==> src/rtl/alu_pkg.sv <==
// alu_pkg: shared constants for the ALU sequencer slice.
//   - data/register-file geometry
//   - ALU opcode encoding; the sequencer forwards these unmodified to the external ALU
//   - sequencer FSM state encoding
package alu_pkg;

    localparam int DATA_W  = 8;
    localparam int REG_CNT = 4;
    localparam int ADDR_W  = 2;
    localparam int OP_W    = 4;

    localparam logic [OP_W-1:0] OP_ADD    = 4'd0;
    localparam logic [OP_W-1:0] OP_SUB    = 4'd1;
    localparam logic [OP_W-1:0] OP_MUL    = 4'd2;
    localparam logic [OP_W-1:0] OP_DIV    = 4'd3;
    localparam logic [OP_W-1:0] OP_AND    = 4'd4;
    localparam logic [OP_W-1:0] OP_OR     = 4'd5;
    localparam logic [OP_W-1:0] OP_XOR    = 4'd6;
    localparam logic [OP_W-1:0] OP_NOT    = 4'd7;
    localparam logic [OP_W-1:0] OP_PASS_A = 4'd8;
    localparam logic [OP_W-1:0] OP_PASS_B = 4'd9;
    localparam logic [OP_W-1:0] OP_SHL    = 4'd10;
    localparam logic [OP_W-1:0] OP_SRL    = 4'd11;
    localparam logic [OP_W-1:0] OP_SRA    = 4'd12;
    localparam logic [OP_W-1:0] OP_INC4   = 4'd13;
    localparam logic [OP_W-1:0] OP_DEC4   = 4'd14;
    localparam logic [OP_W-1:0] OP_POPCNT = 4'd15;

    typedef enum logic [1:0] {
        ST_IDLE = 2'd0,
        ST_EXEC = 2'd1,
        ST_RESP = 2'd2
    } state_e;

endpackage

==> src/rtl/alu_sequencer_if.sv <==
// alu_sequencer_if: command, ALU and result signals of the sequencer.
//   cmd_*  : command channel into the sequencer
//   alu_*  : operands/opcode out to the external combinational ALU, alu_out back
//   res_*  : result channel out of the sequencer
//   op_count : completed-command counter (mod 256)
// Modports: slave = the sequencer, master = its environment (upstream,
// downstream and ALU).
//
// Handshake: a channel transfers on a rising clk edge where valid && ready.
// The source holds valid and its payload stable until that edge; ready may
// depend on the sink's state but never on valid in the same cycle.
interface alu_sequencer_if;
    import alu_pkg::*;

    logic              cmd_valid;
    logic              cmd_ready;
    logic [OP_W-1:0]   cmd_op;
    logic [ADDR_W-1:0] cmd_rd;
    logic [ADDR_W-1:0] cmd_rs1;
    logic [ADDR_W-1:0] cmd_rs2;
    logic              cmd_ld;
    logic [DATA_W-1:0] cmd_imm;

    logic [DATA_W-1:0] alu_a;
    logic [DATA_W-1:0] alu_b;
    logic [OP_W-1:0]   alu_op;
    logic [DATA_W-1:0] alu_out;

    logic              res_valid;
    logic              res_ready;
    logic [DATA_W-1:0] res_data;
    logic [ADDR_W-1:0] res_rd;

    logic [7:0]        op_count;

    modport master (
        output cmd_valid, cmd_op, cmd_rd, cmd_rs1, cmd_rs2, cmd_ld, cmd_imm,
        input  cmd_ready,
        input  alu_a, alu_b, alu_op,
        output alu_out,
        input  res_valid, res_data, res_rd,
        output res_ready,
        input  op_count
    );

    modport slave (
        input  cmd_valid, cmd_op, cmd_rd, cmd_rs1, cmd_rs2, cmd_ld, cmd_imm,
        output cmd_ready,
        output alu_a, alu_b, alu_op,
        input  alu_out,
        output res_valid, res_data, res_rd,
        input  res_ready,
        output op_count
    );

endinterface

==> src/rtl/alu_regfile.sv <==
// alu_regfile: 4 x 8-bit register file.
//   clk, rst : clock, asynchronous active-high reset (clears all registers)
//   ra1/rd1, ra2/rd2 : two asynchronous read ports
//   we, wa, wd : synchronous write port
// Reads return the value before a same-cycle write lands.
module alu_regfile
    import alu_pkg::*;
(
    input  logic              clk,
    input  logic              rst,
    input  logic [ADDR_W-1:0] ra1,
    output logic [DATA_W-1:0] rd1,
    input  logic [ADDR_W-1:0] ra2,
    output logic [DATA_W-1:0] rd2,
    input  logic              we,
    input  logic [ADDR_W-1:0] wa,
    input  logic [DATA_W-1:0] wd
);

    logic [DATA_W-1:0] regs [REG_CNT];

    always_ff @(posedge clk or posedge rst) begin
        if (rst) begin
            for (int i = 0; i < REG_CNT; i++) begin
                regs[i] <= '0;
            end
        end else if (we) begin
            regs[wa] <= wd;
        end
    end

    assign rd1 = regs[ra1];
    assign rd2 = regs[ra2];

endmodule

==> src/rtl/alu_sequencer.sv <==
// alu_sequencer: accepts one command at a time, runs it through the
// external combinational ALU (or loads an immediate), writes the result to
// the register file and presents it on the result channel.
//   clk, rst  : clock, asynchronous active-high reset
//   bus       : alu_sequencer_if.slave (command, ALU, result, op_count)
//   state_dbg : current FSM state
// Timing: ALU command accepted at edge T -> EXEC -> result valid from T+2.
//         Load command accepted at edge T -> result valid from T+1.
module alu_sequencer
    import alu_pkg::*;
(
    input  logic                  clk,
    input  logic                  rst,
    alu_sequencer_if.slave        bus,
    output state_e                state_dbg
);

    state_e            state;
    logic [DATA_W-1:0] alu_a_q;
    logic [DATA_W-1:0] alu_b_q;
    logic [OP_W-1:0]   alu_op_q;
    logic [DATA_W-1:0] res_data_q;
    logic [ADDR_W-1:0] res_rd_q;
    logic              res_valid_q;
    logic [7:0]        op_count_q;

    logic [DATA_W-1:0] rf_rd1;
    logic [DATA_W-1:0] rf_rd2;
    logic              rf_we;
    logic [ADDR_W-1:0] rf_wa;
    logic [DATA_W-1:0] rf_wd;

    // Immediate loads write on the accept edge; ALU results write at the end
    // of EXEC, addressed by the destination latched at accept.
    always_comb begin
        rf_we = 1'b0;
        rf_wa = bus.cmd_rd;
        rf_wd = bus.cmd_imm;
        if (state == ST_IDLE && bus.cmd_valid && bus.cmd_ld) begin
            rf_we = 1'b1;
        end else if (state == ST_EXEC) begin
            rf_we = 1'b1;
            rf_wa = res_rd_q;
            rf_wd = bus.alu_out;
        end
    end

    alu_regfile u_regfile (
        .clk (clk),
        .rst (rst),
        .ra1 (bus.cmd_rs1),
        .rd1 (rf_rd1),
        .ra2 (bus.cmd_rs2),
        .rd2 (rf_rd2),
        .we  (rf_we),
        .wa  (rf_wa),
        .wd  (rf_wd)
    );

    always_ff @(posedge clk or posedge rst) begin
        if (rst) begin
            state       <= ST_IDLE;
            alu_a_q     <= '0;
            alu_b_q     <= '0;
            alu_op_q    <= '0;
            res_data_q  <= '0;
            res_rd_q    <= '0;
            res_valid_q <= 1'b0;
            op_count_q  <= '0;
        end else begin
            case (state)
                ST_IDLE: begin
                    if (bus.cmd_valid) begin
                        res_rd_q <= bus.cmd_rd;
                        if (bus.cmd_ld) begin
                            res_data_q  <= bus.cmd_imm;
                            res_valid_q <= 1'b1;
                            state       <= ST_RESP;
                        end else begin
                            alu_a_q  <= rf_rd1;
                            alu_b_q  <= rf_rd2;
                            alu_op_q <= bus.cmd_op;
                            state    <= ST_EXEC;
                        end
                    end
                end
                ST_EXEC: begin
                    res_data_q  <= bus.alu_out;
                    res_valid_q <= 1'b1;
                    state       <= ST_RESP;
                end
                ST_RESP: begin
                    if (bus.res_ready) begin
                        res_valid_q <= 1'b0;
                        op_count_q  <= op_count_q + 8'd1;
                        state       <= ST_IDLE;
                    end
                end
                default: state <= ST_IDLE;
            endcase
        end
    end

    // Held low while rst is asserted so every output reads 0 during reset.
    assign bus.cmd_ready = (state == ST_IDLE) && !rst;
    assign bus.alu_a     = alu_a_q;
    assign bus.alu_b     = alu_b_q;
    assign bus.alu_op    = alu_op_q;
    assign bus.res_valid = res_valid_q;
    assign bus.res_data  = res_data_q;
    assign bus.res_rd    = res_rd_q;
    assign bus.op_count  = op_count_q;
    assign state_dbg     = state;

endmodule

==> src/flat_wrapper.sv <==
// flat-port wrapper written by rule: the top's interface ports become plain ports
module alu_sequencer_flat import alu_pkg::*;
  (clk, rst, state_dbg, bus_cmd_valid, bus_cmd_op, bus_cmd_rd, bus_cmd_rs1, bus_cmd_rs2, bus_cmd_ld, bus_cmd_imm, bus_cmd_ready, bus_alu_a, bus_alu_b, bus_alu_op, bus_alu_out, bus_res_valid, bus_res_data, bus_res_rd, bus_res_ready, bus_op_count);
  alu_sequencer_if bus_i ();
  input  logic clk;
  input  logic rst;
  output state_e state_dbg;
  input wire logic [$bits(bus_i.cmd_valid)-1:0] bus_cmd_valid;
  input wire logic [$bits(bus_i.cmd_op)-1:0] bus_cmd_op;
  input wire logic [$bits(bus_i.cmd_rd)-1:0] bus_cmd_rd;
  input wire logic [$bits(bus_i.cmd_rs1)-1:0] bus_cmd_rs1;
  input wire logic [$bits(bus_i.cmd_rs2)-1:0] bus_cmd_rs2;
  input wire logic [$bits(bus_i.cmd_ld)-1:0] bus_cmd_ld;
  input wire logic [$bits(bus_i.cmd_imm)-1:0] bus_cmd_imm;
  output wire logic [$bits(bus_i.cmd_ready)-1:0] bus_cmd_ready;
  output wire logic [$bits(bus_i.alu_a)-1:0] bus_alu_a;
  output wire logic [$bits(bus_i.alu_b)-1:0] bus_alu_b;
  output wire logic [$bits(bus_i.alu_op)-1:0] bus_alu_op;
  input wire logic [$bits(bus_i.alu_out)-1:0] bus_alu_out;
  output wire logic [$bits(bus_i.res_valid)-1:0] bus_res_valid;
  output wire logic [$bits(bus_i.res_data)-1:0] bus_res_data;
  output wire logic [$bits(bus_i.res_rd)-1:0] bus_res_rd;
  input wire logic [$bits(bus_i.res_ready)-1:0] bus_res_ready;
  output wire logic [$bits(bus_i.op_count)-1:0] bus_op_count;
  assign bus_i.cmd_valid = bus_cmd_valid;
  assign bus_i.cmd_op = bus_cmd_op;
  assign bus_i.cmd_rd = bus_cmd_rd;
  assign bus_i.cmd_rs1 = bus_cmd_rs1;
  assign bus_i.cmd_rs2 = bus_cmd_rs2;
  assign bus_i.cmd_ld = bus_cmd_ld;
  assign bus_i.cmd_imm = bus_cmd_imm;
  assign bus_cmd_ready = bus_i.cmd_ready;
  assign bus_alu_a = bus_i.alu_a;
  assign bus_alu_b = bus_i.alu_b;
  assign bus_alu_op = bus_i.alu_op;
  assign bus_i.alu_out = bus_alu_out;
  assign bus_res_valid = bus_i.res_valid;
  assign bus_res_data = bus_i.res_data;
  assign bus_res_rd = bus_i.res_rd;
  assign bus_i.res_ready = bus_res_ready;
  assign bus_op_count = bus_i.op_count;
  alu_sequencer u_core (.clk(clk), .rst(rst), .bus(bus_i), .state_dbg(state_dbg));
endmodule
==> config.mk <==
export PLATFORM = sky130hd
export DESIGN_NAME = alu_sequencer_flat
export DESIGN_NICKNAME = d
export VERILOG_FILES = /design/src/rtl/alu_pkg.sv /design/src/rtl/alu_sequencer_if.sv /design/src/rtl/alu_regfile.sv /design/src/rtl/alu_sequencer.sv /design/src/flat_wrapper.sv
export SDC_FILE = /design/constraint.sdc
export NUM_CORES = 1
export LEC_CHECK = 0
export CAP_MARGIN = 10
export CORE_MARGIN = 2
export CORE_UTILIZATION = 37
export CTS_CLUSTER_DIAMETER = 120
export DETAILED_ROUTE_END_ITERATION = 6
export SLEW_MARGIN = 20
export SYNTH_ARGS = -nofsm -noshare
export SYNTH_HDL_FRONTEND = slang
export SYNTH_HIERARCHICAL = 1
export SYNTH_SLANG_ARGS = --single-unit
==> constraint.sdc <==
create_clock -name clk -period 5.7 [get_ports clk]
set_input_delay 1.14 -clock clk [delete_from_list [all_inputs] [get_ports clk]]
set_output_delay 1.14 -clock clk [all_outputs]
set_load 0.03 [all_outputs]
==> reports/qor.csv <==
metric,value,unit
postCtsHoldBufs,0,
cts_tree,done,
synthMuxAreaShare,37.1,%
synthTopCellsByArea,"dfrtp_1 (53%), mux2_2 (15%), mux2_4 (12%)",
synth_top_area_share,52.8,%
arrival,2430,ps
vias,1978,
synth_compound_area_share,0.542,%
worstSetupEndpointType,primary output,
cts_max_level,3,
dieHeight,101,um
port-buffer-count,72,
dieArea,0.0101,sq mm
leakagePower,1.89,nW
avgSynthCellArea,17.0,sq um
power_density,515,mW/mm^2
dp.final_hpwl,4600,um
synth_area,0.00346,sq mm
grt_pass1_vias,2073,
drc,0,
cts_buffers,9,
clock-sinks,73,
synth_top_family_by_area,multiplexers,
start_util,37.8,%
cts-resized-gates,0,
synth-xor-area-share,1.77,%
synth_fa_ha_area_share,0.361,%
drt_first_iter_violations,19,
core_area,0.00915,sq mm
tightestPinTransition,872,ps
globalRouteMet3Util,3.19,%
final_util,48.7,%
path_buf_inv,2,
grt_overflow,0,
irDropWorstVdd,0.189,mV
yosys.area.top_type,dfrtp_1,
syn_nets,236,
hold_class,reg2reg,
period_share,62.6,%
firstDrtPassIters,4,
rsz0062_at_grt,no,
use_met1,19.2,%
crit_required,4560,ps
synth_seq_cells,73,
hold_viol,0,
grt.met2_usage,22.6,%
grt_start_max_net_pins,42,
ys_seq_area_share,52.8,%
synthSimpleGateAreaFrac,4.95,%
rows,35,
clockRootBuffer,clkbuf_8,
slowest_stage,clkdlybuf4s50_1,
cp-start-kind,primary input,
finalClockSkew,10.8,ps
drive_above_1_share,40.4,%
gp_congestion,0.708,
drv_slew,0,
top_usage_layer,met2,
path_cells,clkdlybuf4s50_1 > nor3_1 > clkdlybuf4s50_1,
p_total,0.00229,W
status,completed,
cp_max_fo,3,
mostFrequentLayoutCell,dfrtp_1,
cp_slowest_stage_delay,690,ps
fin_nets,312,
ant_nets,0,
crit_family,buffers and inverters,
drv_cap,0,
setup_viol,0,
cts.clk_slew.worst_paths,80,ps
ys_warn_count,6,
synth_edf_count,0,
grt_pass1_wl,10800,um
synth-main-ff-cell,dfrtp_1,
crit_top_cell,clkdlybuf4s50_1,
totalWireLength,6700,um
fmax,0.280,GHz
fin_hold_ws,471,ps
syn_inst,204,
area.growth.synth_to_final,28.7,%
grt_usage,14.3,%
max_slew_margin,41.7,%
fin_crit,3570,ps
cts_buffer_depth,2,
die_w,101,um
antenna_found_initial,0,
clk_latency,340,ps
postCtsSetupBuffers,0,
layout_common_cells,"dfrtp_1 (73), clkdlybuf4s50_1 (72), mux2_2 (46)",
synth-async-reset-ratio,100,%
num_io_pins,73,
critical_path_class,in2out,
wire_per_inst,16.9,um
vias_per_cell,4.99,
synth_cell_types,31,
n_antenna_cell,0,
tns,0,ps
[per-stage QoR]
stage	setup WS, ps	cell area [sq um]	std cells
floorplan	2770	3460	204
global placement	2140	4250	380
detailed placement	2140	4250	380
CTS	2140	4450	396
global route	2090	4450	396
finish	2130	4450	396
[per-layer routing]
layer	wire, um	part of all wire (%)
met4	57	0.85
met1	3080	46
met5	0	0
met3	227	3.4
met2	3340	50
[power breakdown]
group | internal [W] | switching [W]
Clock | 0.000215 | 0.000197
Sequential | 0.000750 | 0.000164
Combinational | 0.000542 | 0.000426
Total | 0.00151 | 0.000787
[synthesized netlist by cell type, types with 2 or more instances]
cell type  instances
buf_12             2
buf_6              2
buf_1              2
xor2_1             4
mux2_4            27
xnor2_1            3
nand3_1            3
inv_1              2
buf_2              2
mux4_2            16
nand3b_2           2
dfrtp_1           73
mux2_2            46
nor3_1             3
[area by class of cell]
class | count | area (sq um)
Tap cell | 111 | 139
Inverter | 2 | 7.51
Timing Repair Buffer | 73 | 728
Clock buffer | 10 | 138
Sequential cell | 73 | 1830
Multi-Input combinational cell | 121 | 1550
Clock inverter | 6 | 67.6
Fill cell | 813 | 4700
[state kept, by name (all words and copies together), names as in the netlist]
signal                 flops
u_core/u_regfile/regs     32
u_core/bus.alu_a           8
u_core/bus.alu_b           8
u_core/bus.op_count        8
u_core/bus.res_data        8
u_core/bus.alu_op          4
u_core/bus.res_rd          2
u_core/state_dbg           2
u_core/bus.res_valid       1
[kinds of logic (layout without fill, tap and decap cells)]
| logic type | count (synthesis) | in the layout |
|---|---|---|
| AND/OR/NAND/NOR | 21 | 21 |
| buffers and inverters | 10 | 91 |
| multiplexers | 89 | 89 |
| XOR/XNOR | 7 | 7 |
| adder cells (fa/ha/maj) | 1 | 1 |
| flip-flops | 73 | 73 |
| AO/OA/AOI/OAI | 3 | 3 |
[worst paths after layout]
| kind | to | slack (ps) | startpoint | cells after the start |
|---|---|---|---|---|
| worst max-delay path | bus_cmd_ready | 2130 | rst | 3 |
| worst min-delay path | u_core/bus.op_count[7] | 470 | u_core/bus.op_count[7] | 1 |
| worst max register to register | u_core/u_regfile/regs[30] | 3460 | u_core/state_dbg[1] | 4 |
| worst min register to register | u_core/bus.op_count[7] | 470 | u_core/bus.op_count[7] | 1 |
| max in group asynchronous | u_core/bus.alu_a[2] | 3810 | rst | 2 |
| min in group asynchronous | u_core/u_regfile/regs[29] | 1290 | rst | 3 |
Note: power is estimated with default switching activity, not from simulation.
